--- config.mk ---
export PLATFORM = sky130hd
export DESIGN_NAME = fifo_rd_ctrl_flat
export DESIGN_NICKNAME = d
export VERILOG_FILES = /design/src/rtl/fifo_rd_ctrl_if.sv /design/src/rtl/fifo_rd_ctrl.sv /design/src/flat_wrapper.sv
export SDC_FILE = /design/constraint.sdc
export NUM_CORES = 1
export LEC_CHECK = 0
export BUFFER_PORTS_ARGS = -buffer_cell sky130_fd_sc_hd__buf_4
export CAP_MARGIN = 20
export CORE_UTILIZATION = 45
export DETAILED_ROUTE_END_ITERATION = 10
export PLACE_DENSITY = 0.76
export SLEW_MARGIN = 20
export SYNTH_ARGS = -nofsm -noshare
export SYNTH_HDL_FRONTEND = slang
export SYNTH_SLANG_ARGS = --single-unit
export TNS_END_PERCENT = 50
--- constraint.sdc ---
create_clock -name rclk -period 2.4 [get_ports rclk]
set_clock_uncertainty 0.2 [all_clocks]
set_input_delay 0.36 -clock rclk [delete_from_list [all_inputs] [get_ports rclk]]
set_output_delay 0.36 -clock rclk [all_outputs]
set_load 0.01 [all_outputs]
--- src/rtl/fifo_rd_ctrl_if.sv ---
// FIFO read-side and output-stream handshake bundle for fifo_rd_ctrl.
// The master view belongs to the controller: it reads the FIFO head and
// drives the output stream. The slave view belongs to the surrounding
// FIFO/stream environment.
interface fifo_rd_ctrl_if #(
    parameter int DSIZE = 32
);
    logic [DSIZE-1:0] rdata;
    logic             rempty;
    logic             rinc;
    logic [DSIZE-1:0] m_data;
    logic             m_valid;
    logic             m_last;
    logic             m_ready;

    modport master (
        input  rdata,
        input  rempty,
        input  m_ready,
        output rinc,
        output m_data,
        output m_valid,
        output m_last
    );

    modport slave (
        output rdata,
        output rempty,
        output m_ready,
        input  rinc,
        input  m_data,
        input  m_valid,
        input  m_last
    );
endinterface

--- src/rtl/fifo_rd_ctrl.sv ---
// FIFO read controller: pops a first-word-fall-through FIFO into a 2-entry
// in-order skid buffer and presents the words as a valid/ready stream with
// packet framing (m_last every PKT_LEN words). The pop strobe depends only on
// registered occupancy, never on m_ready, so the FIFO-side timing path is cut.
module fifo_rd_ctrl #(
    parameter int DSIZE   = 32,
    parameter int PKT_LEN = 4,
    parameter int CNT_W   = 16
) (
    input  logic              rclk,
    input  logic              rrst,
    fifo_rd_ctrl_if.master    bus,
    input  logic              enable,
    output logic [CNT_W-1:0]  word_cnt,
    output logic              busy
);

    // Packet index width; a 1-word packet still needs a 1-bit index register.
    localparam int IDX_W = (PKT_LEN > 1) ? $clog2(PKT_LEN) : 1;
    localparam logic [IDX_W-1:0] LAST_IDX = IDX_W'(PKT_LEN - 1);

    typedef enum logic [1:0] {
        ST_IDLE  = 2'd0,
        ST_RUN   = 2'd1,
        ST_DRAIN = 2'd2
    } state_t;

    state_t             state_q;
    state_t             state_d;
    logic [1:0]         occ_q;
    logic [1:0]         occ_d;
    logic               hd_q;
    logic               hd_d;
    logic [DSIZE-1:0]   data_q [0:1];
    logic [DSIZE-1:0]   data_d [0:1];
    logic [1:0]         last_q;
    logic [1:0]         last_d;
    logic [IDX_W-1:0]   idx_q;
    logic [IDX_W-1:0]   idx_d;
    logic [CNT_W-1:0]   cnt_q;
    logic [CNT_W-1:0]   cnt_d;

    logic               push_s;
    logic               pop_s;
    logic               tail_s;
    logic               word_last_s;

    // Pop strobe: only while running, enabled, FIFO non-empty, buffer not full,
    // and never during a reset cycle.
    always_comb begin
        push_s = 1'b0;
        if (rrst && (state_q == ST_RUN) && enable && !bus.rempty && (occ_q != 2'd2)) begin
            push_s = 1'b1;
        end else begin
            push_s = 1'b0;
        end
    end

    // Output transfer and buffer addressing; tail sits occ entries past head.
    always_comb begin
        pop_s       = (occ_q != 2'd0) && bus.m_ready;
        tail_s      = hd_q ^ occ_q[0];
        word_last_s = (idx_q == LAST_IDX);
    end

    // Buffer, packet index and word counter next-state.
    always_comb begin
        data_d[0] = data_q[0];
        data_d[1] = data_q[1];
        last_d    = last_q;
        hd_d      = hd_q;
        occ_d     = occ_q;
        idx_d     = idx_q;
        cnt_d     = cnt_q;

        if (push_s) begin
            data_d[tail_s] = bus.rdata;
            last_d[tail_s] = word_last_s;
            if (word_last_s) begin
                idx_d = {IDX_W{1'b0}};
            end else begin
                idx_d = idx_q + IDX_W'(1);
            end
        end else begin
            idx_d = idx_q;
        end

        if (pop_s) begin
            hd_d  = ~hd_q;
            cnt_d = cnt_q + CNT_W'(1);
        end else begin
            hd_d  = hd_q;
            cnt_d = cnt_q;
        end

        case ({push_s, pop_s})
            2'b10:   occ_d = occ_q + 2'd1;
            2'b01:   occ_d = occ_q - 2'd1;
            default: occ_d = occ_q;
        endcase
    end

    // Controller state next-state: words left in the buffer keep flowing in DRAIN.
    always_comb begin
        state_d = state_q;
        case (state_q)
            ST_IDLE: begin
                if (enable) begin
                    state_d = ST_RUN;
                end else begin
                    state_d = ST_IDLE;
                end
            end
            ST_RUN: begin
                if (enable) begin
                    state_d = ST_RUN;
                end else if (occ_q != 2'd0) begin
                    state_d = ST_DRAIN;
                end else begin
                    state_d = ST_IDLE;
                end
            end
            ST_DRAIN: begin
                if (enable) begin
                    state_d = ST_RUN;
                end else if (occ_q == 2'd0) begin
                    state_d = ST_IDLE;
                end else begin
                    state_d = ST_DRAIN;
                end
            end
            default: state_d = ST_IDLE;
        endcase
    end

    // Control registers with synchronous active-low reset; buffered words are discarded.
    always_ff @(posedge rclk) begin
        if (!rrst) begin
            state_q <= ST_IDLE;
            occ_q   <= 2'd0;
            hd_q    <= 1'b0;
            last_q  <= 2'b00;
            idx_q   <= {IDX_W{1'b0}};
            cnt_q   <= {CNT_W{1'b0}};
        end else begin
            state_q <= state_d;
            occ_q   <= occ_d;
            hd_q    <= hd_d;
            last_q  <= last_d;
            idx_q   <= idx_d;
            cnt_q   <= cnt_d;
        end
    end

    // Data storage needs no reset: entries are only observed while occupied.
    always_ff @(posedge rclk) begin
        data_q[0] <= data_d[0];
        data_q[1] <= data_d[1];
    end

    // Outputs come straight from registers (head entry, occupancy, state).
    always_comb begin
        bus.rinc    = push_s;
        bus.m_valid = (occ_q != 2'd0);
        bus.m_data  = data_q[hd_q];
        bus.m_last  = (occ_q != 2'd0) && last_q[hd_q];
        word_cnt    = cnt_q;
        busy        = (state_q != ST_IDLE);
    end

endmodule
--- src/flat_wrapper.sv ---
// flat-port wrapper written by rule: the top's interface ports become plain ports
module fifo_rd_ctrl_flat 
#(
    parameter int DSIZE   = 32,
    parameter int PKT_LEN = 4,
    parameter int CNT_W   = 16
)
  (rclk, rrst, enable, word_cnt, busy, bus_rdata, bus_rempty, bus_m_ready, bus_rinc, bus_m_data, bus_m_valid, bus_m_last);
  fifo_rd_ctrl_if #(.DSIZE(DSIZE)) bus_i ();
  input  logic rclk;
  input  logic rrst;
  input  logic enable;
  output logic [CNT_W-1:0] word_cnt;
  output logic busy;
  input wire logic [$bits(bus_i.rdata)-1:0] bus_rdata;
  input wire logic [$bits(bus_i.rempty)-1:0] bus_rempty;
  input wire logic [$bits(bus_i.m_ready)-1:0] bus_m_ready;
  output wire logic [$bits(bus_i.rinc)-1:0] bus_rinc;
  output wire logic [$bits(bus_i.m_data)-1:0] bus_m_data;
  output wire logic [$bits(bus_i.m_valid)-1:0] bus_m_valid;
  output wire logic [$bits(bus_i.m_last)-1:0] bus_m_last;
  assign bus_i.rdata = bus_rdata;
  assign bus_i.rempty = bus_rempty;
  assign bus_i.m_ready = bus_m_ready;
  assign bus_rinc = bus_i.rinc;
  assign bus_m_data = bus_i.m_data;
  assign bus_m_valid = bus_i.m_valid;
  assign bus_m_last = bus_i.m_last;
  fifo_rd_ctrl #(.DSIZE(DSIZE), .PKT_LEN(PKT_LEN), .CNT_W(CNT_W)) u_core (.rclk(rclk), .rrst(rrst), .bus(bus_i), .enable(enable), .word_cnt(word_cnt), .busy(busy));
endmodule
==> results by group, run 1 <==
Floorplan
  – Core Footprint: 7690 um^2
  – Row count: 32
  – DIE AREA: 8300 um^2
  – IO Pins: 89
  – Initial Utilization: 46.5%
  – Die width: 91.1 um
  – Die height: 91.1 um

STA
  – RSZ-0062 raised after global routing: no
  – Period minus WS final: 2.32 ns
  – # setup viols final: 0
  – Slew @ Worst Pin: 0.428 ns
  – Fin Setup TNS: 0 ns
  – Hold Slack: 0.125 ns
  – Final hold viol count: 0
  – Period utilization: 96.8%
  – Rel. slew slack: 71.2%
  – Final Worst Setup Slack: 0.0761 ns
  – F_max: 0.430 GHz
  – Max-slew violation count: 0

Route
  – WL/cell: 14.5 um
  – Post-route ant nets: 0
  – Via count: 2,278
  – Via-to-Cell Ratio: 4.86
  – Number of remaining DRC errors: 0
  – WL final: 6790 um
  – First-pass DRT Iterations: 4
  – 1st-iter DRT viols: 75

Yosys
  – Synth warnings: 0
  – EDFF count, synth: 64
  – Synthesized area per cell: 15.3 um^2
  – Cell variety after synth: 39
  – Mapped Cells: 234
  – Sequential cell area fraction in the yosys report: 68.4%
  – Post-synth ARST share: 0%
  – Cell Area, Synth: 3570 um^2
  – Syn nets: 274
  – Synth Register Bits: 90
  – Primary FF master, synth: edfxtp_1

Critical path
  – Worst Path Arrival: 2.41 ns
  – Critical Path RT: 2.48 ns
  – Crit path kind: in -> reg
  – Worst setup SP type: input port
  – Worst-path cell chain: dlygate4sd3_1, buf_4, nand4b_4, nor3_4, inv_1, ha_1, or3_2, a21oi_1
  – Crit. End Element: flip-flop
  – Crit-path max cell delay: 0.53 ns
  – CP max stage cell: dlygate4sd3_1
  – Crit-path max FO: 3

Clocking
  – # H-tree levels: 3
  – Clock Latency Late Sink: 0.35 ns
  – Root Buffer: clkbuf_8
  – Post-CTS setup buffer count: 0
  – CTS tree: done
  – Clock Path Buffers: 2
  – Clock slew seen by the registers of the worst setup and hold paths: 0.09 ns
  – CTS buffer count: 9
  – CTS Sinks: 90

Finish
  – Fillers: 597
  – Register area: 2440 um^2
  – Share of layout cells above drive strength 1: 41.4%
  – Ant diodes: 0
  – Final core utilization: 63.8%
  – Area of the multi-input gates: 1070 um^2
  – Nets: 403
  – P&R area growth vs syn: 37.4%

Placement
  – Pre-CTS setup slack: 0.163 ns
  – Post-detail-place hpwl: 4260 um
  – Gpl congestion: 0.794
  – IO buf count: 88

Global route
  – Largest net degree at the start of global routing: 34
  – Remaining global-route overflow: 0
  – First-pass GRT wire length: 11,000 um
  – GRT Total Usage: 17.2%
  – Initial antenna violation count: 0
  – Vias in the first global route: 2,240

Flow run
  – Max-cap check violation count: 0

Pwr
  – Cell Pwr Density: 590 nW/um^2
  – Lkg Pwr: 1.85 nW
  – Peak supply drop: 315 uV

Hold path
  – Hold Crit Class: in -> reg

Outcome
  – Status: complete, no violations
[stage by stage]
| step | cell area [um^2] | instances | total power, W |
|---|---|---|---|
| after detailed placement | 4390 | 421 | 0.00190 |
| after floorplan | 3580 | 234 | 0.00180 |
| after global placement | 4390 | 421 | 0.00190 |
| after CTS | 4910 | 469 | 0.00293 |
| final | 4910 | 469 | 0.00290 |
| after global routing | 4910 | 469 | 0.00300 |
[cell usage in the layout, fill, tap and decap left out, types with 3 or more instances in the layout]
| master | netlist | final |
|---|---|---|
| dfxtp_1 | 26 | 25 |
| inv_1 | 5 | 5 |
| nand2_1 | 14 | 14 |
| xnor2_1 | 6 | 6 |
| nor2_1 | 19 | 19 |
| o21ai_0 | 5 | 5 |
| clkbuf_8 | 0 | 9 |
| edfxtp_1 | 64 | 64 |
| buf_4 | 1 | 91 |
| nand3_1 | 3 | 3 |
| nand4_1 | 4 | 4 |
| a21oi_1 | 5 | 5 |
| mux2_2 | 30 | 30 |
| dlygate4sd3_1 | 0 | 33 |
| mux2i_1 | 9 | 9 |
| ha_1 | 3 | 3 |
| nand2b_1 | 4 | 4 |
| xor2_1 | 6 | 6 |
[cell families (layout without fill, tap and decap cells)]
kind of cell / count (synthesis) / count (layout) / synth area share [%]
XOR/XNOR: 13 / 13 / 3.40
flip-flops: 90 / 90 / 68.4
AO/OA/AOI/OAI: 12 / 12 / 2.35
adder cells (fa/ha/maj): 3 / 3 / 1.05
multiplexers: 41 / 41 / 12.6
buffers and inverters: 13 / 146 / 1.79
AND/OR/NAND/NOR: 62 / 62 / 10.4
[critical path, delay by kind of cell]
kind                       cells  cell delay [ns]
and+or+nand+nor                3             0.85
AOI/OAI and AO/OA              1             0.15
buffers and inverters          3             0.72
adders and majority gates      1             0.34
[repair_timing]
action | 4_1_cts | 5_1_grt
hold buffers | 33 | 0
gates resized for setup | 0 | 0
hold endpoints to repair | 65 | 0
[routing by layer]
metal	wire, um	share of wire [%]	vias up	global-route usage, %
met1	3020	45	1080	21.7
li1	-	-	1111	-
met5	0	0	-	0
met4	99	1.5	0	6.08
met3	385	5.7	10	4.52
met2	3270	48	77	28.6
[flip-flops by register name, summed over array words and instances (netlist names), named ones only]
signal	cells
u_core.data_q	64
u_core.hd_q	1
u_core.idx_q	2
u_core.last_q	2
u_core.occ_q	2
u_core.state_q	2
u_core.word_cnt	16
[area by class of cell]
| cell class | count | area share, % |
|---|---|---|
| Sequential cell | 90 | 49.8 |
| Multi-Input combinational cell | 131 | 21.9 |
| Timing Repair Buffer | 126 | 21.5 |
| Tap cell | 102 | 2.60 |
| Clock buffer | 9 | 2.52 |
| Clock inverter | 6 | 1.33 |
| Inverter | 5 | 0.383 |
[power breakdown]
part	total [W]	switching, W	internal [W]
Clock	0.000988	0.000510	0.000478
Sequential	0.00168	0.0000104	0.00167
Combinational	0.000224	0.0000886	0.000135
Total	0.00290	0.000609	0.00229
[synth_stat cells (2+ instances only)]
cell type / count / area, um^2
nor2_1: 19 / 71.3
mux2_1: 2 / 22.5
clkbuf_1: 3 / 11.3
mux2i_1: 9 / 90.1
edfxtp_1: 64 / 1920
nand2b_1: 4 / 25.0
a21oi_1: 5 / 25.0
inv_1: 5 / 18.8
nand2_1: 14 / 52.6
nand4_1: 4 / 25.0
xnor2_1: 6 / 52.6
mux2_2: 30 / 338
xor2_1: 6 / 52.6
nand3_1: 3 / 15.0
dfxtp_1: 26 / 521
o21ai_0: 5 / 25.0
buf_2: 3 / 15.0
ha_1: 3 / 37.5
or3_1: 2 / 12.5
nor3_1: 2 / 10.0
[path summary, 6_finish.rpt]
kind                            start                   to  slack, ns  depth (start not counted)
setup / recovery               enable      u_core.occ_q[1]       0.08                          8
hold / removal                   rrst    u_core.state_q[0]       0.12                          3
setup reg to reg      u_core.occ_q[0]      u_core.occ_q[1]       0.18                          6
hold reg to reg   u_core.word_cnt[15]  u_core.word_cnt[15]       0.28                          2
(Power assumes the default switching activity.)
==> run 2, diff against run 1 <==
--- a/config.mk
+++ b/config.mk
@@ -5,11 +5,12 @@
 export SDC_FILE = /design/constraint.sdc
 export NUM_CORES = 1
 export LEC_CHECK = 0
+export ABC_AREA = 1
 export BUFFER_PORTS_ARGS = -buffer_cell sky130_fd_sc_hd__buf_4
 export CAP_MARGIN = 20
 export CORE_UTILIZATION = 45
 export DETAILED_ROUTE_END_ITERATION = 10
-export PLACE_DENSITY = 0.76
+export PLACE_DENSITY = 0.73
 export SLEW_MARGIN = 20
 export SYNTH_ARGS = -nofsm -noshare
 export SYNTH_HDL_FRONTEND = slang
==> constraint.sdc (replaced) <==
create_clock -name rclk -period 2.6 [get_ports rclk]
set_clock_uncertainty 0.2 [all_clocks]
set_input_delay 0.39 -clock rclk [delete_from_list [all_inputs] [get_ports rclk]]
set_output_delay 0.39 -clock rclk [all_outputs]
set_load 0.01 [all_outputs]
==> results by group, run 2 <==
Yosys
  – Count leader, synth: edfxtp_1 (unchanged)
  – Sequential cell area fraction in the yosys report: 66.6% (was 68.4%)
  – Compound-Gate Fraction of Synth Area: 3.58% (was 2.35%)
  – Post-synthesis adder-cell area fraction: 1.02% (was 1.05%)
  – Top cells by count, synth: edfxtp_1, nor2_1, nand2_1 (was edfxtp_1, mux2_2, dfxtp_1)
  – Primary FF master, synth: edfxtp_1 (unchanged)
  – Synth Area in XOR/XNOR: 0.717% (was 3.40%)
  – Mapped Cells: 287 (was 234)
  – Synth warnings: 0 (unchanged)
  – Simple-gate share of the synthesized area: 13.6% (was 10.4%)
  – EDFF count, synth: 64 (unchanged)
  – Largest cells by area after synthesis: edfxtp_1, dfxtp_1, mux2_2 (unchanged)
  – Biggest area consumer among synthesized cells: edfxtp_1 (unchanged)
  – Synthesized area per cell: 12.8 um^2 (was 15.3 um^2)
  – Post-synthesis mux area share: 9.83% (was 12.6%)
  – Cell variety after synth: 35 (was 39)
  – Post-synth ARST share: 0% (unchanged)
  – Largest family of logic cells by synthesized area: simple AND/OR/NAND/NOR gates (was multiplexers)
  – Synth top area share: 52.4% (was 53.8%)
  – Synth Register Bits: 90 (unchanged)
  – Syn nets: 327 (was 274)
  – Cell Area, Synth: 3660 um^2 (was 3570 um^2)

Clocking
  – CTS resizes: 0 (unchanged)
  – CTS tree: done (unchanged)
  – Clock Latency Late Sink: 0.35 ns (about the same)
  – Root Buffer: clkbuf_8 (unchanged)
  – CTS buffer count: 9 (unchanged)
  – Clock slew seen by the registers of the worst setup and hold paths: 0.09 ns (about the same)
  – Clock Path Buffers: 2 (unchanged)
  – # H-tree levels: 3 (unchanged)
  – CTS Sinks: 90 (unchanged)

STA
  – RSZ-0062 raised after global routing: no (unchanged)
  – Period minus WS final: 2.19 ns
  – Rel. slew slack: 71.7% (was 71.2%)
  – Hold Slack: 0.0202 ns (was 0.125 ns)
  – # setup viols final: 0 (unchanged)
  – Max-slew violation count: 0 (unchanged)
  – Slew @ Worst Pin: 0.424 ns (was 0.428 ns)
  – F_max: 0.457 GHz
  – Fin Setup TNS: 0 ns (unchanged)
  – Final hold viol count: 0 (unchanged)
  – Period utilization: 84.1%

Global route
  – Initial antenna violation count: 0 (unchanged)
  – GRT Total Usage: 15.7% (was 17.2%)
  – Largest net degree at the start of global routing: 33 (was 34)
  – Remaining global-route overflow: 0 (unchanged)
  – First-pass GRT wire length: 10,100 um (was 11,000 um)
  – Vias in the first global route: 2,160 (was 2,240)

Critical path
  – Worst reg2reg path depth: 7 (was 6)
  – Crit path kind: reg -> out (was in -> reg)
  – Worst Path Arrival: 1.60 ns (was 2.41 ns)
  – Worst setup SP type: flip-flop (was input port)
  – Crit. End Element: primary output (was flip-flop)
  – Crit-path max cell delay: 0.41 ns (was 0.53 ns)
  – CP dominant cell by count: buf_4
  – Capturing point of the worst reg2reg path: u_core.data_q[0][26] (was u_core.occ_q[1])
  – Critical Path RT: 2.01 ns (was 2.48 ns)
  – Reg2reg start: u_core.occ_q[0] (unchanged)
  – Register-to-register setup slack: 0.75 ns (was 0.18 ns)
  – Crit-path max FO: 32 (was 3)
  – Worst-path cell chain: buf_4, mux2_2, buf_4 (was dlygate4sd3_1, buf_4, nand4b_4, nor3_4, inv_1, ha_1, or3_2, a21oi_1)
  – CP max stage cell: mux2_2 (was dlygate4sd3_1)

Placement
  – IO buf count: 88 (unchanged)
  – Gpl congestion: 0.790 (was 0.794)
  – Post-detail-place hpwl: 4510 um (was 4260 um)

Floorplan
  – Core Footprint: 7810 um^2 (was 7690 um^2)
  – Initial Utilization: 46.9% (was 46.5%)
  – Row count: 32 (unchanged)
  – Die width: 92.2 um (was 91.1 um)
  – IO Pins: 89 (unchanged)
  – Die height: 92.2 um (was 91.1 um)
  – DIE AREA: 8510 um^2 (was 8300 um^2)

Finish
  – Share of layout cells above drive strength 1: 40.1% (was 41.4%)
  – Commonest non-fill, non-tap cell in the layout: buf_4 (unchanged)
  – Area of the multi-input gates: 1050 um^2 (was 1070 um^2)
  – Max FFs per register: 64 (unchanged)
  – Nets: 422 (was 403)
  – Register area: 2440 um^2 (about the same)
  – Ant diodes: 0 (unchanged)
  – P&R area growth vs syn: 27.1% (was 37.4%)
  – Fillers: 643 (was 597)
  – Commonest cells after routing, fill and taps aside: buf_4, edfxtp_1, nor2_1 (was buf_4, edfxtp_1, dlygate4sd3_1)
  – Largest reg by FF count: u_core.data_q (unchanged)

Route
  – WL final: 6430 um (was 6790 um)
  – WL/cell: 13.1 um (was 14.5 um)
  – Via count: 2,366 (was 2,278)
  – First-pass DRT Iterations: 4 (unchanged)
  – 1st-iter DRT viols: 113 (was 75)
  – Post-route ant nets: 0 (unchanged)
  – Number of remaining DRC errors: 0 (unchanged)
  – Via-to-Cell Ratio: 4.84 (was 4.86)

Pwr
  – NetSw: 0.000581 W (was 0.000609 W)
  – Switching Share: 21.7% (was 21.0%)
  – Cell Pwr Density: 575 nW/um^2 (was 590 nW/um^2)
  – Combinational group share of total power: 6.4% (was 7.7%)
  – Lkg Pwr: 1.87 nW (was 1.85 nW)
  – Power Internal: 0.00210 W (was 0.00229 W)
  – Peak supply drop: 258 uV (was 315 uV)
  – Sequential Power Share: 58.1% (about the same)
  – Clock power frac: 35.5% (was 34.1%)

Outcome
  – Status: complete, no violations (unchanged)

Hold path
  – Hold Startpoint: bus_rdata[17] (was rrst)
  – Worst Hold Path EP: u_core.data_q[0][17] (was u_core.state_q[0])
  – Hold Crit Class: in -> reg (unchanged)
  – WHS Path Cells: 1 (was 3)

Flow run
  – Max-cap check violation count: 0 (unchanged)
## run 2: cell families (layout without fill, tap and decap cells)
family | after synthesis | in the layout
simple gates | 96 | 96
flops | 90 | 90
buf+inv | 38 | 138
mux | 32 | 32
compound gates | 25 | 25
fa+ha+maj | 3 | 3
xor+xnor | 3 | 3
## run 2: how the worst max path moves through the flow
stage / cells after the start / endpoint / start
5_1_grt: 7 / bus_rinc / enable
3_5_place_dp: 8 / u_core.data_q[0][17] / rrst
2_1_floorplan: 6 / u_core.data_q[0][0] / rrst
3_3_place_gp: 8 / u_core.data_q[0][17] / rrst
4_1_cts: 3 / bus_m_data[24] / flip-flop
6_report: 3 / bus_m_data[29] / flip-flop
## run 2: timing repair
item	4_1_cts	5_1_grt
hold endpoints to repair	1	0
setup endpoints to repair	0	0
hold buffers	1	0
setup buffers	0	0
## run 2: per-layer routing
metal	wire, um	global-route usage [%]
met1	2810	20.3
met2	3110	25.2
met3	384	3.07
met4	121	7.68
met5	0	0
## run 2: layout make-up
cell class              instances  share of cell area (%)
flip-flops and latches         90                    52.4
multi-input cells             159                    22.6
repair buffers                 92                    15.4
clock buffers                  10                    2.74
well taps                     102                    2.74
inverters                      30                    2.42
clock inverters                 6                    1.61
## run 2: metrics by stage
stage | total power, W | std cells | util, % | instance area [um^2] | setup slack, ns
6_report | 0.00268 | 489 | 59.7 | 4660 | 0.412
5_1_grt | 0.00277 | 489 | 59.7 | 4660 | 0.344
4_1_cts | 0.00271 | 489 | 59.7 | 4660 | 0.383
3_5_place_dp | 0.00176 | 472 | 56.9 | 4450 | 0.565
3_3_place_gp | 0.00176 | 472 | 56.9 | 4450 | 0.616
2_1_floorplan | 0.00167 | 287 | - | 3660 | 0.501
## run 2: worst max-delay path: cells and delay by family, from the launching register on
| kind | cells | cell delay (ns) |
|---|---|---|
| buf+inv | 2 | 0.53 |
| flops | 1 | 0.31 |
| mux | 1 | 0.41 |
## run 2: power by group through the flow
stage / logic (W) / registers [W] / clock network, W
after floorplan: 0.0000836 / 0.00159 / 0
after global placement: 0.000169 / 0.00159 / 0
after detailed placement: 0.000172 / 0.00159 / 0
final: 0.000171 / 0.00155 / 0.000950
after global routing: 0.000187 / 0.00156 / 0.00103
after CTS: 0.000174 / 0.00155 / 0.000979
==> run 3, diff against run 2 <==
--- a/config.mk
+++ b/config.mk
@@ -10,7 +10,7 @@
 export CAP_MARGIN = 20
 export CORE_UTILIZATION = 45
 export DETAILED_ROUTE_END_ITERATION = 10
-export PLACE_DENSITY = 0.73
+export PLACE_DENSITY = 0.76
 export SLEW_MARGIN = 20
 export SYNTH_ARGS = -nofsm -noshare
 export SYNTH_HDL_FRONTEND = slang
==> constraint.sdc (replaced) <==
create_clock -name rclk -period 1.85 [get_ports rclk]
set_clock_uncertainty 0.2 [all_clocks]
set_input_delay 0.2775 -clock rclk [delete_from_list [all_inputs] [get_ports rclk]]
set_output_delay 0.2775 -clock rclk [all_outputs]
set_load 0.01 [all_outputs]
==> results by group, run 3 (synthesized netlist as in run 2, its figures left out) <==
Floorplan
  – IO Pins: 89 (unchanged)
  – Row count: 32 (unchanged)
  – Initial Utilization: 46.9% (unchanged)
  – Die height: 92.2 um (unchanged)
  – Die width: 92.2 um (unchanged)
  – Core Footprint: 7810 um^2 (unchanged)
  – DIE AREA: 8510 um^2 (unchanged)

Finish
  – Commonest non-fill, non-tap cell in the layout: edfxtp_1 (was buf_4)
  – Commonest cells after routing, fill and taps aside: edfxtp_1, buf_4, nor2_1 (was buf_4, edfxtp_1, nor2_1)
  – Share of layout cells above drive strength 1: 41.7% (was 40.1%)
  – Area of the multi-input gates: 1190 um^2 (was 1050 um^2)
  – Nets: 464 (was 422)
  – Largest reg by FF count: u_core.data_q (unchanged)
  – Cell Count, Final, Fillers Out: 531 (was 489)
  – P&R area growth vs syn: 46.7% (was 27.1%)
  – Register area: 2450 um^2 (was 2440 um^2)
  – Ant diodes: 0 (unchanged)
  – Fillers: 549 (was 643)
  – Max FFs per register: 64 (unchanged)

Critical path
  – Reg2reg start: u_core.occ_q[0] (unchanged)
  – Crit. End Element: primary output (unchanged)
  – Critical Path Sink: bus_m_data[17] (was bus_m_data[29])
  – Capturing point of the worst reg2reg path: u_core.occ_q[1] (was u_core.data_q[0][26])
  – Worst setup SP type: flip-flop (unchanged)
  – Register-to-register setup slack: 0.10 ns (was 0.75 ns)
  – Worst reg2reg path depth: 9 (was 7)
  – Crit-path max FO: 16 (was 32)
  – Crit path kind: reg -> out (unchanged)
  – Critical Path RT: 1.37 ns (was 2.01 ns)
  – Worst Path Arrival: 1.41 ns (was 1.60 ns)

Clocking
  – Clock slew seen by the registers of the worst setup and hold paths: 0.09 ns (about the same)
  – CTS buffer count: 9 (unchanged)
  – CTS tree: done (unchanged)
  – # H-tree levels: 3 (unchanged)
  – Clock Path Buffers: 2 (unchanged)
  – Root Buffer: clkbuf_8 (unchanged)
  – Clock Latency Late Sink: 0.35 ns (about the same)
  – CTS Sinks: 90 (unchanged)

Global route
  – Vias in the first global route: 2,547 (was 2,160)
  – Largest net degree at the start of global routing: 30 (was 33)
  – First-pass GRT wire length: 12,300 um (was 10,100 um)
  – Remaining global-route overflow: 0 (unchanged)
  – Initial antenna violation count: 0 (unchanged)
  – GRT Total Usage: 19.3% (was 15.7%)

Route
  – WL/cell: 15.0 um (was 13.1 um)
  – Number of remaining DRC errors: 0 (unchanged)
  – First-pass DRT Iterations: 4 (unchanged)
  – Post-route ant nets: 0 (unchanged)
  – 1st-iter DRT viols: 65 (was 113)
  – Via count: 2,553 (was 2,366)
  – Via-to-Cell Ratio: 4.81 (was 4.84)
  – WL final: 7970 um (was 6430 um)

Placement
  – Gpl congestion: 0.837 (was 0.790)
  – Post-detail-place hpwl: 4840 um (was 4510 um)
  – Placed cell count: 478 (was 472)
  – IO buf count: 88 (unchanged)

STA
  – Fin Setup TNS: -0.477 ns (was 0 ns)
  – F_max: 0.531 GHz
  – # setup viols final: 24 (was 0)
  – Final hold viol count: 1 (was 0)
  – Slew @ Worst Pin: 0.267 ns (was 0.424 ns)
  – Rel. slew slack: 82.2% (was 71.7%)
  – Period minus WS final: 1.88 ns
  – Max-slew violation count: 0 (unchanged)
  – RSZ-0062 raised after global routing: yes (was no)
  – Final Worst Setup Slack: -0.0327 ns (was 0.412 ns)
  – Hold Slack: -0.00662 ns (was 0.0202 ns)
  – Period utilization: 102%

Hold path
  – Hold Crit Class: in -> reg (unchanged)
  – WHS Path Cells: 3 (was 1)
  – Hold Startpoint: enable (was bus_rdata[17])

Outcome
  – Status: complete, but fails checks (was complete, no violations)
  – Failing checks: hold timing, setup timing

Pwr
  – Lkg Pwr: 2.19 nW (was 1.87 nW)
  – Power Total: 0.00383 W (was 0.00268 W)
  – Peak supply drop: 355 uV (was 258 uV)
  – Cell Pwr Density: 713 nW/um^2 (was 575 nW/um^2)

Flow run
  – Max-cap check violation count: 0 (unchanged)
[run 3: timing repair]
| action | in CTS | in global routing |
|---|---|---|
| resized for setup | 44 | 35 |
| hold endpoints to repair | 66 | 1 |
| pin swaps | 1 | 3 |
| endpoints found under the setup margin | 33 | 94 |
| setup buffers | 1 | 1 |
| hold buffers | 33 | 1 |
| cloned | 1 | 1 |
[run 3: per-layer routing]
layer  share of wire [%]  GRT usage [%]  vias up
li1                    -              -     1259
met1                  41           21.9     1206
met2                  54           35.9       79
met3                 4.9           3.81        9
met4                 1.0           6.25        0
met5                   0              0        -
[run 3: final cells by class]
| class | count | area share, % |
|---|---|---|
| Sequential cell | 90 | 45.6 |
| Timing Repair Buffer | 134 | 24.0 |
| Inverter | 30 | 2.28 |
| Multi-Input combinational cell | 159 | 22.2 |
| Clock buffer | 9 | 2.30 |
| Clock inverter | 7 | 1.23 |
| Tap cell | 102 | 2.37 |
[run 3: where the power goes]
group	leakage, nW	switching, W	total [W]	internal [W]
clock	0.0986	0.000747	0.00127	0.000526
combinational	1.30	0.000147	0.000372	0.000225
sequential	0.788	0.0000150	0.00219	0.00217
total	2.19	0.000909	0.00383	0.00292
[run 3: critical path: stages (launching register included)]
cell and delay [ns]:
dfxtp_4 0.42, buf_16 0.19, mux2_4 0.32, buf_6 0.12
[run 3: worst min-delay path by stage]
stage	slack (ns)	end
final	-0.007	u_core.state_q[0]
after global routing	0.01	u_core.state_q[0]
after CTS	0.10	u_core.word_cnt[14]
after detailed placement	0.26	u_core.state_q[1]
after global placement	0.25	u_core.state_q[1]
after floorplan	0.15	u_core.state_q[1]
[run 3: stage by stage]
step	utilization, %	area (um^2)	hold slack [ns]	setup WS [ns]
after floorplan	-	3670	0.154	-0.00471
after global placement	57.8	4510	0.254	0.165
after detailed placement	57.8	4510	0.262	0.142
after CTS	66.8	5220	0.101	-0.0684
after global routing	68.9	5380	0.0132	-0.0770
final	68.9	5380	-0.00662	-0.0327
